<file path="src/rtl/arpas_dly_loader.sv">
// Serial delay-word loader for the three-channel PAS timer: shifts three shadowed
// delay words over regdat/regclk/regsla/regslb, then opens the pdorun window.
// Optional build macro ARPAS_DLY_RANGE_EN rejects words that fall outside the run window.
//
// state      | meaning
// S_IDLE     | waiting for start, select parked at idle code 11
// S_SETUP    | channel select driven, settling before first strobe
// S_SHIFT_LO | data bit presented, regclk low
// S_SHIFT_HI | regclk high, data and select held
// S_NEXTCH   | select back to 11 for one cycle between channels
// S_RUN      | pdorun firing window
module arpas_dly_loader #(
  parameter int DW      = 13,
  parameter int HALF    = 2,
  parameter int RUN_LEN = 8192,
  parameter int SETTLE  = 2
) (
  input  logic          sysclk,
  input  logic          rstall,
  input  logic          start,
  input  logic          abort,
  input  logic [DW-1:0] dly_a,
  input  logic [DW-1:0] dly_b,
  input  logic [DW-1:0] dly_c,
  output logic          regdat,
  output logic          regclk,
  output logic          regsla,
  output logic          regslb,
  output logic          pdorun,
  output logic          busy,
  output logic          done,
  output logic          err
);

  typedef enum logic [2:0] {
    S_IDLE, S_SETUP, S_SHIFT_LO, S_SHIFT_HI, S_NEXTCH, S_RUN
  } state_t;

  localparam logic [3:0]  SETTLE_M1 = 4'(SETTLE - 1);
  localparam logic [3:0]  HALF_M1   = 4'(HALF - 1);
  localparam logic [3:0]  LAST_BIT  = 4'(DW - 1);
  localparam logic [13:0] RUN_M1    = 14'(RUN_LEN - 1);

  state_t        state_q, state_d;
  logic [1:0]    ch_q, ch_d;
  logic [3:0]    bit_q, bit_d;
  logic [3:0]    cnt_q, cnt_d;
  logic [13:0]   run_q, run_d;
  logic [DW-1:0] sh_a_q, sh_a_d, sh_b_q, sh_b_d, sh_c_q, sh_c_d;
  logic [DW-1:0] word;
  logic          sel_on, shifting;
  logic          regdat_q, regdat_d, regclk_q, regclk_d;
  logic          sla_q, sla_d, slb_q, slb_d;
  logic          pdorun_q, pdorun_d, busy_q, busy_d, done_q, done_d;

`ifdef ARPAS_DLY_RANGE_EN
  logic err_q, err_d;
  logic range_bad;
  assign range_bad = (32'(dly_a) >= 32'(RUN_LEN)) || (32'(dly_b) >= 32'(RUN_LEN)) ||
                     (32'(dly_c) >= 32'(RUN_LEN));
  assign err = err_q;
`else
  assign err = 1'b0;
`endif

  always_comb begin
    state_d = state_q;
    ch_d    = ch_q;
    bit_d   = bit_q;
    cnt_d   = cnt_q;
    run_d   = run_q;
    sh_a_d  = sh_a_q;
    sh_b_d  = sh_b_q;
    sh_c_d  = sh_c_q;
    done_d  = 1'b0;
`ifdef ARPAS_DLY_RANGE_EN
    err_d   = err_q;
`endif
    if (abort) begin
      state_d = S_IDLE;
    end else begin
      case (state_q)
        S_IDLE: if (start) begin
          sh_a_d = dly_a;
          sh_b_d = dly_b;
          sh_c_d = dly_c;
`ifdef ARPAS_DLY_RANGE_EN
          if (range_bad) err_d = 1'b1;
          else begin
            state_d = S_SETUP;
            ch_d    = 2'd0;
            bit_d   = 4'd0;
            cnt_d   = SETTLE_M1;
          end
`else
          state_d = S_SETUP;
          ch_d    = 2'd0;
          bit_d   = 4'd0;
          cnt_d   = SETTLE_M1;
`endif
        end
        S_SETUP: begin
          if (cnt_q == 4'd0) begin
            state_d = S_SHIFT_LO;
            cnt_d   = HALF_M1;
          end else cnt_d = cnt_q - 4'd1;
        end
        S_SHIFT_LO: begin
          if (cnt_q == 4'd0) begin
            state_d = S_SHIFT_HI;
            cnt_d   = HALF_M1;
          end else cnt_d = cnt_q - 4'd1;
        end
        S_SHIFT_HI: begin
          if (cnt_q != 4'd0) cnt_d = cnt_q - 4'd1;
          else if (bit_q < LAST_BIT) begin
            bit_d   = bit_q + 4'd1;
            cnt_d   = HALF_M1;
            state_d = S_SHIFT_LO;
          end else state_d = S_NEXTCH;
        end
        S_NEXTCH: begin
          if (ch_q == 2'd2) begin
            state_d = S_RUN;
            run_d   = RUN_M1;
          end else begin
            ch_d    = ch_q + 2'd1;
            bit_d   = 4'd0;
            cnt_d   = SETTLE_M1;
            state_d = S_SETUP;
          end
        end
        S_RUN: begin
          if (run_q == 14'd0) begin
            state_d = S_IDLE;
            done_d  = 1'b1;
          end else run_d = run_q - 14'd1;
        end
        default: state_d = S_IDLE;
      endcase
    end

    // Outputs are decoded from the next state so every link pin comes straight off a flop.
    case (ch_d)
      2'd0:    word = sh_a_d;
      2'd1:    word = sh_b_d;
      default: word = sh_c_d;
    endcase
    shifting = (state_d == S_SHIFT_LO) || (state_d == S_SHIFT_HI);
    sel_on   = shifting || (state_d == S_SETUP);
    regdat_d = shifting & word[bit_d];
    regclk_d = (state_d == S_SHIFT_HI);
    sla_d    = !sel_on || (ch_d == 2'd1);
    slb_d    = !sel_on || (ch_d == 2'd2);
    pdorun_d = (state_d == S_RUN);
    busy_d   = (state_d != S_IDLE);
  end

  always_ff @(posedge sysclk or negedge rstall) begin
    if (!rstall) begin
      state_q  <= S_IDLE;
      ch_q     <= 2'd0;
      bit_q    <= 4'd0;
      cnt_q    <= 4'd0;
      run_q    <= 14'd0;
      sh_a_q   <= '0;
      sh_b_q   <= '0;
      sh_c_q   <= '0;
      regdat_q <= 1'b0;
      regclk_q <= 1'b0;
      sla_q    <= 1'b1;
      slb_q    <= 1'b1;
      pdorun_q <= 1'b0;
      busy_q   <= 1'b0;
      done_q   <= 1'b0;
`ifdef ARPAS_DLY_RANGE_EN
      err_q    <= 1'b0;
`endif
    end else begin
      state_q  <= state_d;
      ch_q     <= ch_d;
      bit_q    <= bit_d;
      cnt_q    <= cnt_d;
      run_q    <= run_d;
      sh_a_q   <= sh_a_d;
      sh_b_q   <= sh_b_d;
      sh_c_q   <= sh_c_d;
      regdat_q <= regdat_d;
      regclk_q <= regclk_d;
      sla_q    <= sla_d;
      slb_q    <= slb_d;
      pdorun_q <= pdorun_d;
      busy_q   <= busy_d;
      done_q   <= done_d;
`ifdef ARPAS_DLY_RANGE_EN
      err_q    <= err_d;
`endif
    end
  end

  assign regdat = regdat_q;
  assign regclk = regclk_q;
  assign regsla = sla_q;
  assign regslb = slb_q;
  assign pdorun = pdorun_q;
  assign busy   = busy_q;
  assign done   = done_q;

endmodule

</file>
<file path="config.mk">
export PLATFORM = sky130hd
export DESIGN_NAME = arpas_dly_loader
export DESIGN_NICKNAME = d
export VERILOG_FILES = /design/src/rtl/arpas_dly_loader.sv
export SDC_FILE = /design/constraint.sdc
export NUM_CORES = 1
export LEC_CHECK = 0
export CORE_ASPECT_RATIO = 0.6
export CORE_MARGIN = 8
export CORE_UTILIZATION = 35
export DETAILED_ROUTE_END_ITERATION = 7
export HOLD_SLACK_MARGIN = 0.15
export PLACE_DENSITY = 0.64
export SYNTH_ARGS = -nofsm -noshare
export SYNTH_HDL_FRONTEND = slang
export SYNTH_SLANG_ARGS = --single-unit
</file>
<file path="constraint.sdc">
create_clock -name sysclk -period 2.8 [get_ports sysclk]
set_clock_uncertainty 0.15 [all_clocks]
set_input_delay 0.28 -clock sysclk [delete_from_list [all_inputs] [get_ports sysclk]]
set_output_delay 0.28 -clock sysclk [all_outputs]
set_load 0.01 [all_outputs]
</file>
Word-level counts from Yosys, hierarchy flattened

Cells that the tools add are included.

$add $sub $neg: 4
Multiply operators: 0
Div/mod/pow operators: 0
Order comparisons: 2
Equality and inequality tests: 17
Shifts and indexed selects: 0
Mux-type cells: 43
Bitwise logic cells: 2
Reductions and logical operators: 16

Operators by type and width:

| operator                | number |
|---|---|
| $mux W13                | 9 |
| $mux W4                 | 10 |
| $mux W14                | 2 |
| $pmux W14 S2            | 1 |
| $pmux W13 S2            | 1 |
| $mux W3                 | 8 |
| $pmux W3 S6             | 1 |
| $pmux W4 S4             | 1 |
| $logic_not A14 Y1       | 1 |
| $sub A14 B1 Y14 const B | 1 |
| $eq A3 B2 Y1 const B    | 4 |
| $pmux W4 S3             | 1 |
| $eq A3 B3 Y1 const B    | 3 |
| $ne A2 B2 Y1 const B    | 4 |
| $reduce_bool A4 Y1      | 2 |
| $eq A3 B1 Y1 const B    | 2 |
| $mux W2                 | 3 |
| $lt A4 B5 Y1 const B    | 1 |
| $reduce_and A5 Y1       | 1 |
| $add A4 B1 Y4 const B   | 1 |
| $bmux W1 S4             | 1 |
| $eq A2 B2 Y1 const B    | 2 |
| $logic_not A4 Y1        | 1 |
| $logic_or A1 B1 Y1      | 4 |
| 16 further kinds        | 19 |

Register bits: 73
Bits in latches: 0
RAM bits: 0
ROM bits: 0
Input bits: 43
Output and inout port bits: 8
Logic and storage cells: 99
Memories: 0

Logic depth before layout (Yosys ltp)

Word-level depth: 10
Gate-level depth with buffers: 11
Gate-level depth less buffers: 11

Worst setup path before layout

No wires, ideal clock.

Kind: register to register
Start: reg cnt_q[0]
End: reg regdat_q (netlist: regdat)
Library setup time: 0.126 ns
Data arrival time: 2.143 ns
Path slack: 0.381 ns
Stages on the path, launching flop included: 11
Clock period less this slack: 2.419 ns
Cells stage by stage: dfrtp_1 -> inv_1 -> ha_1 -> nor3b_2 -> a2111oi_2 -> nor3_2 -> buf_6 -> mux2_4 -> a41oi_2 -> nand2_1 -> o32a_1

Word-level cells in the longest chain between the ends: 7

RTL lines:

| item                                                                | line          | text |
|---|---|---|
| start, declared                                                     | 47            | `logic [3:0] cnt_q, cnt_d;` |
| start signal, assigned                                              | 183           | `cnt_q <= cnt_d;` |
| $reduce_bool A4 Y1 or $logic_not A4 Y1 (tied branches)              | 115, 103, 109 |  |
| $mux W4 (tied with other cells)                                     | 115           | `if (cnt_q != 4'd0) cnt_d = cnt_q - 4'd1;` |
| $pmux W4 S3 or $pmux W3 S6 (tied branches)                          | 82            | `case (state_q)` |
| $mux W4 or $mux W3 (tied branches)                                  | 79            | `if (abort) begin` |
| $bmux W1 S4 or $eq A3 B2 Y1 (tied branches)                         | 151, 149      |  |
| $mux W1 (implied by the code) or $logic_or A1 B1 Y1 (tied branches) | 151, 149      |  |
| $and A1 B1 Y1 *                                                     | 151           | `regdat_d = shifting & word[bit_d];` |
| named net regdat_d                                                  | 52            | `logic regdat_q, regdat_d, regclk_q, regclk_d;` |
| end signal, assigned                                                | 188           | `regdat_q <= regdat_d;` |
| end, declared                                                       | 52            |  |

The timed path passes the listed nets; every way through them passes the cells marked *. The select of a mux whose other input is x is not followed.
A chain may end at the register's enable or synchronous reset.

Worst setup path in the final report

Start: reg state_q[1]
End: reg regdat_q (netlist: regdat)

Word-level cells in the longest chain between the ends: 8

RTL lines:

| item                                             | line | text |
|---|---|---|
| start, declared                                  | 44   | `state_t state_q, state_d;` |
| start signal, assigned                           | 180  | `state_q <= state_d;` |
| $eq A3 B3 Y1 or $logic_not A3 Y1 (tied branches) | 82   |  |
| $pmux W2 S2                                      | 82   |  |
| $mux W2                                          | 79   |  |
| $eq A2 B1 Y1 or $logic_not A2 Y1 (tied branches) | 144  | `case (ch_d)` |
| $pmux W13 S2                                     | 144  |  |
| $bmux W1 S4                                      | 151  |  |
| $mux W1 (implied by the code)                    | 151  |  |
| $and A1 B1 Y1 *                                  | 151  |  |
| named net regdat_d                               | 52   |  |

Marked as above.

==> qor.yml <==
outcome:
  outcome: "completed"
yosys:
  syn-num-nets: 464
  netlist-cell-type-count: 66
  post_synth_inst_count: 415
  synth_async_sr_flop_share_pct: 100
  synth_enable_flop_cells: 0
  syn_area_per_cell_um2: 9.16
  yosys_register_bits: 73
  synth-seq-area-share_pct: 48.1
  synth.cell_area_mm2: 0.00380
  yosys_warnings: 0
  yosys_most_used_dff: "dfrtp_1"
worst_setup_path:
  crit_fanout: 13
  critical_path_required_ps: 2870
  element_type_at_the_critical_path_start: "flop"
  r2r_start: "state_q[1]"
  worstSetupStartpoint: "state_q[1]"
  kind_of_end_point_of_the_critical_path: "flop"
  worstSetupPathType: "flop to flop"
  critPathArrivalTime_ps: 2700
grt:
  global_route.overflow_total: 0
  wire_length_of_the_first_global_routing_pass_um: 16100
  grt_start_max_net_pins: 74
  grt_antenna_before_repair: 0
  vias_in_the_first_global_route: 3166
  global_route.usage.total_pct: 13.8
clock_tree:
  numClockSinks: 73
  clkTransAtPathRegs_ps: 60
  cts-buffers-inserted: 9
  cts_root_buffer: "clkbuf_16"
  cts_tree: "built"
  htreeDepth: 3
  clk-insertion-delay-late_ps: 340
  ctsLongestPathBuffers: 2
timing:
  slew_viol_final: 0
  finalCritPeriodShare_pct: 93.6
  timing_hold_violations_final: 0
  tightestPinTransition_ps: 910
  maxClockFrequency_ghz: 0.381
  finalCriticalPeriod_ps: 2620
  worst_slew_margin_rel_pct: 39.4
  rsz_0062_raised_after_global_routing: "false"
  setup_violations: 0
  final_critical_path_setup_slack_ps: 178
layout:
  layout-drive-gt1-share_pct: 17.0
  finish.instance_area_mm2: 0.00498
  design.final.nets: 538
  antenna_cell_count: 0
  areaGrowthSynthToFinish_pct: 31.0
drt:
  drt-pass1-iter-count: 4
  drt_first_iter_violations: 178
  drt_drc_violations_left: 0
  totalWireLength_um: 9780
  vias: 3153
  post_drt_via_cell_ratio: 4.99
  routed_wire_length_per_instance_um: 15.5
  ant_nets: 0
placed_design:
  hpwlAfterDp_um: 7170
  port-buffer-count: 49
  post-place-ws_ps: -112
  postPlaceCellArea_mm2: 0.00460
  finalWeightedCongestion: 0.845
power:
  ir_worst_vdd_mv: 0.343
  power_density_mw_per_mm2: 710
  cellLeakagePower_nw: 2.32
die:
  cell_rows: 29
  initial_core_util_pct: 36.0
  die_w_um: 151
  placeableCoreArea_mm2: 0.0106
  design.die.area_mm2: 0.0146
  io_pins: 51
  die_y_um: 96.7
worst_hold_path:
  hold_path.class: "primary input to flop"
  worst_hold_startpoint: "dly_b[7]"
job:
  max_cap_viol_count: 0
## power by group
| part | internal [W] | leakage (nW) | switching [W] | total [W] |
|---|---|---|---|---|
| logic | 0.000414 | 1.24 | 0.000442 | 0.000855 |
| clock network | 0.000797 | 0.151 | 0.000435 | 0.00123 |
| registers | 0.00130 | 0.930 | 0.000148 | 0.00145 |
## logic make-up (layout without fill, tap and decap cells)
logic type                 after synthesis  in the layout  share of synthesized area (%)
xor gates and xnor gates                 9              9                           2.07
and+or+nand+nor                        210            210                           26.5
adders and majority gates                6              6                           1.98
buffers and inverters                   35            113                           4.51
DFF                                     73             73                           48.1
AOI/OAI and AO/OA                       68             68                           13.0
muxes                                   13             13                           3.75
other                                    1              1                         0.0987
## Yosys cell counts, types with 7 or more instances
master	number	area, um2
clkbuf_1	7	26.3
o21ai_0	16	80.1
inv_1	12	45.0
xnor2_1	7	61.3
dfrtp_1	71	1780
nand2_1	131	492
nand3_1	9	45.0
buf_2	9	45.0
nor2_1	16	60.1
a21oi_1	8	40.0
## cells in the final DEF, fill, tap and decap left out, types with 6 or more instances in the layout
master	instances
clkdlybuf4s50_1	48
inv_1	12
ha_1	6
mux2i_1	6
clkbuf_16	9
o21ai_0	16
nor2_1	16
nand2_1	131
o211ai_1	6
a31oi_1	6
a21oi_1	8
buf_4	31
mux2_2	6
nand3_1	9
dfrtp_1	68
xnor2_1	7
## critical path: stages (launching register included)
cell,delay (ps)
dfrtp_2,500
nor3_4,250
buf_4,160
and3_2,220
nor2_4,60
inv_4,130
mux2i_1,230
a211oi_1,120
o311ai_2,250
a21oi_1,100
o32a_1,340
## registers in the layout (all words and copies together), names as in the netlist, 2 cells and up
name / count
bit_q: 4
ch_q: 2
cnt_q: 4
run_q: 14
sh_a_q: 13
sh_b_q: 13
sh_c_q: 13
state_q: 3
## what timing repair did
item | 4_1_cts | 5_1_grt
buffers inserted | 0 | 3
endpoints found under the setup margin | 0 | 4
resized for setup | 0 | 9
hold endpoints to repair | 71 | 0
hold buffers | 1 | 0
## path summary, 6_finish.rpt
kind	to	slack [ps]	depth (start not counted)
worst min-delay path	sh_b_q[7]	320	3
worst min register to register	sh_a_q[9]	320	2
max in group asynchronous	state_q[0]	1320	3
worst max register to register	regdat	180	10
min in group asynchronous	run_q[11]	550	3
worst max-delay path	regdat	180	10
## through the flow
stage	hold slack, ps	utilization (%)	instances	setup TNS [ps]	total power, W
floorplan	-166	-	415	0	0.00194
global placement	302	43.6	613	-51.4	0.00226
detailed placement	312	43.6	613	-112	0.00229
CTS	307	46.7	629	0	0.00354
global route	321	47.1	632	0	0.00373
finish	315	47.1	632	0	0.00354
## per-layer routing
| metal | track usage [%] | routed length, um | part of all wire, % |
|---|---|---|---|
| met1 | 20.6 | 5120 | 52 |
| met2 | 18.5 | 4010 | 41 |
| met3 | 3.91 | 552 | 5.6 |
| met4 | 4.59 | 93 | 0.95 |
| met5 | 0 | 0 | 0 |
## cell type report
class / instances / area [um2]
fill: 982 / 5580
sequential: 73 / 1830
multi-input combinational: 307 / 1820
timing repair buffer: 84 / 779
clock buffer: 10 / 239
tap: 139 / 174
clock inverter: 5 / 80.1
inverter: 14 / 55.1
Power figures use the tool's default switching activity.
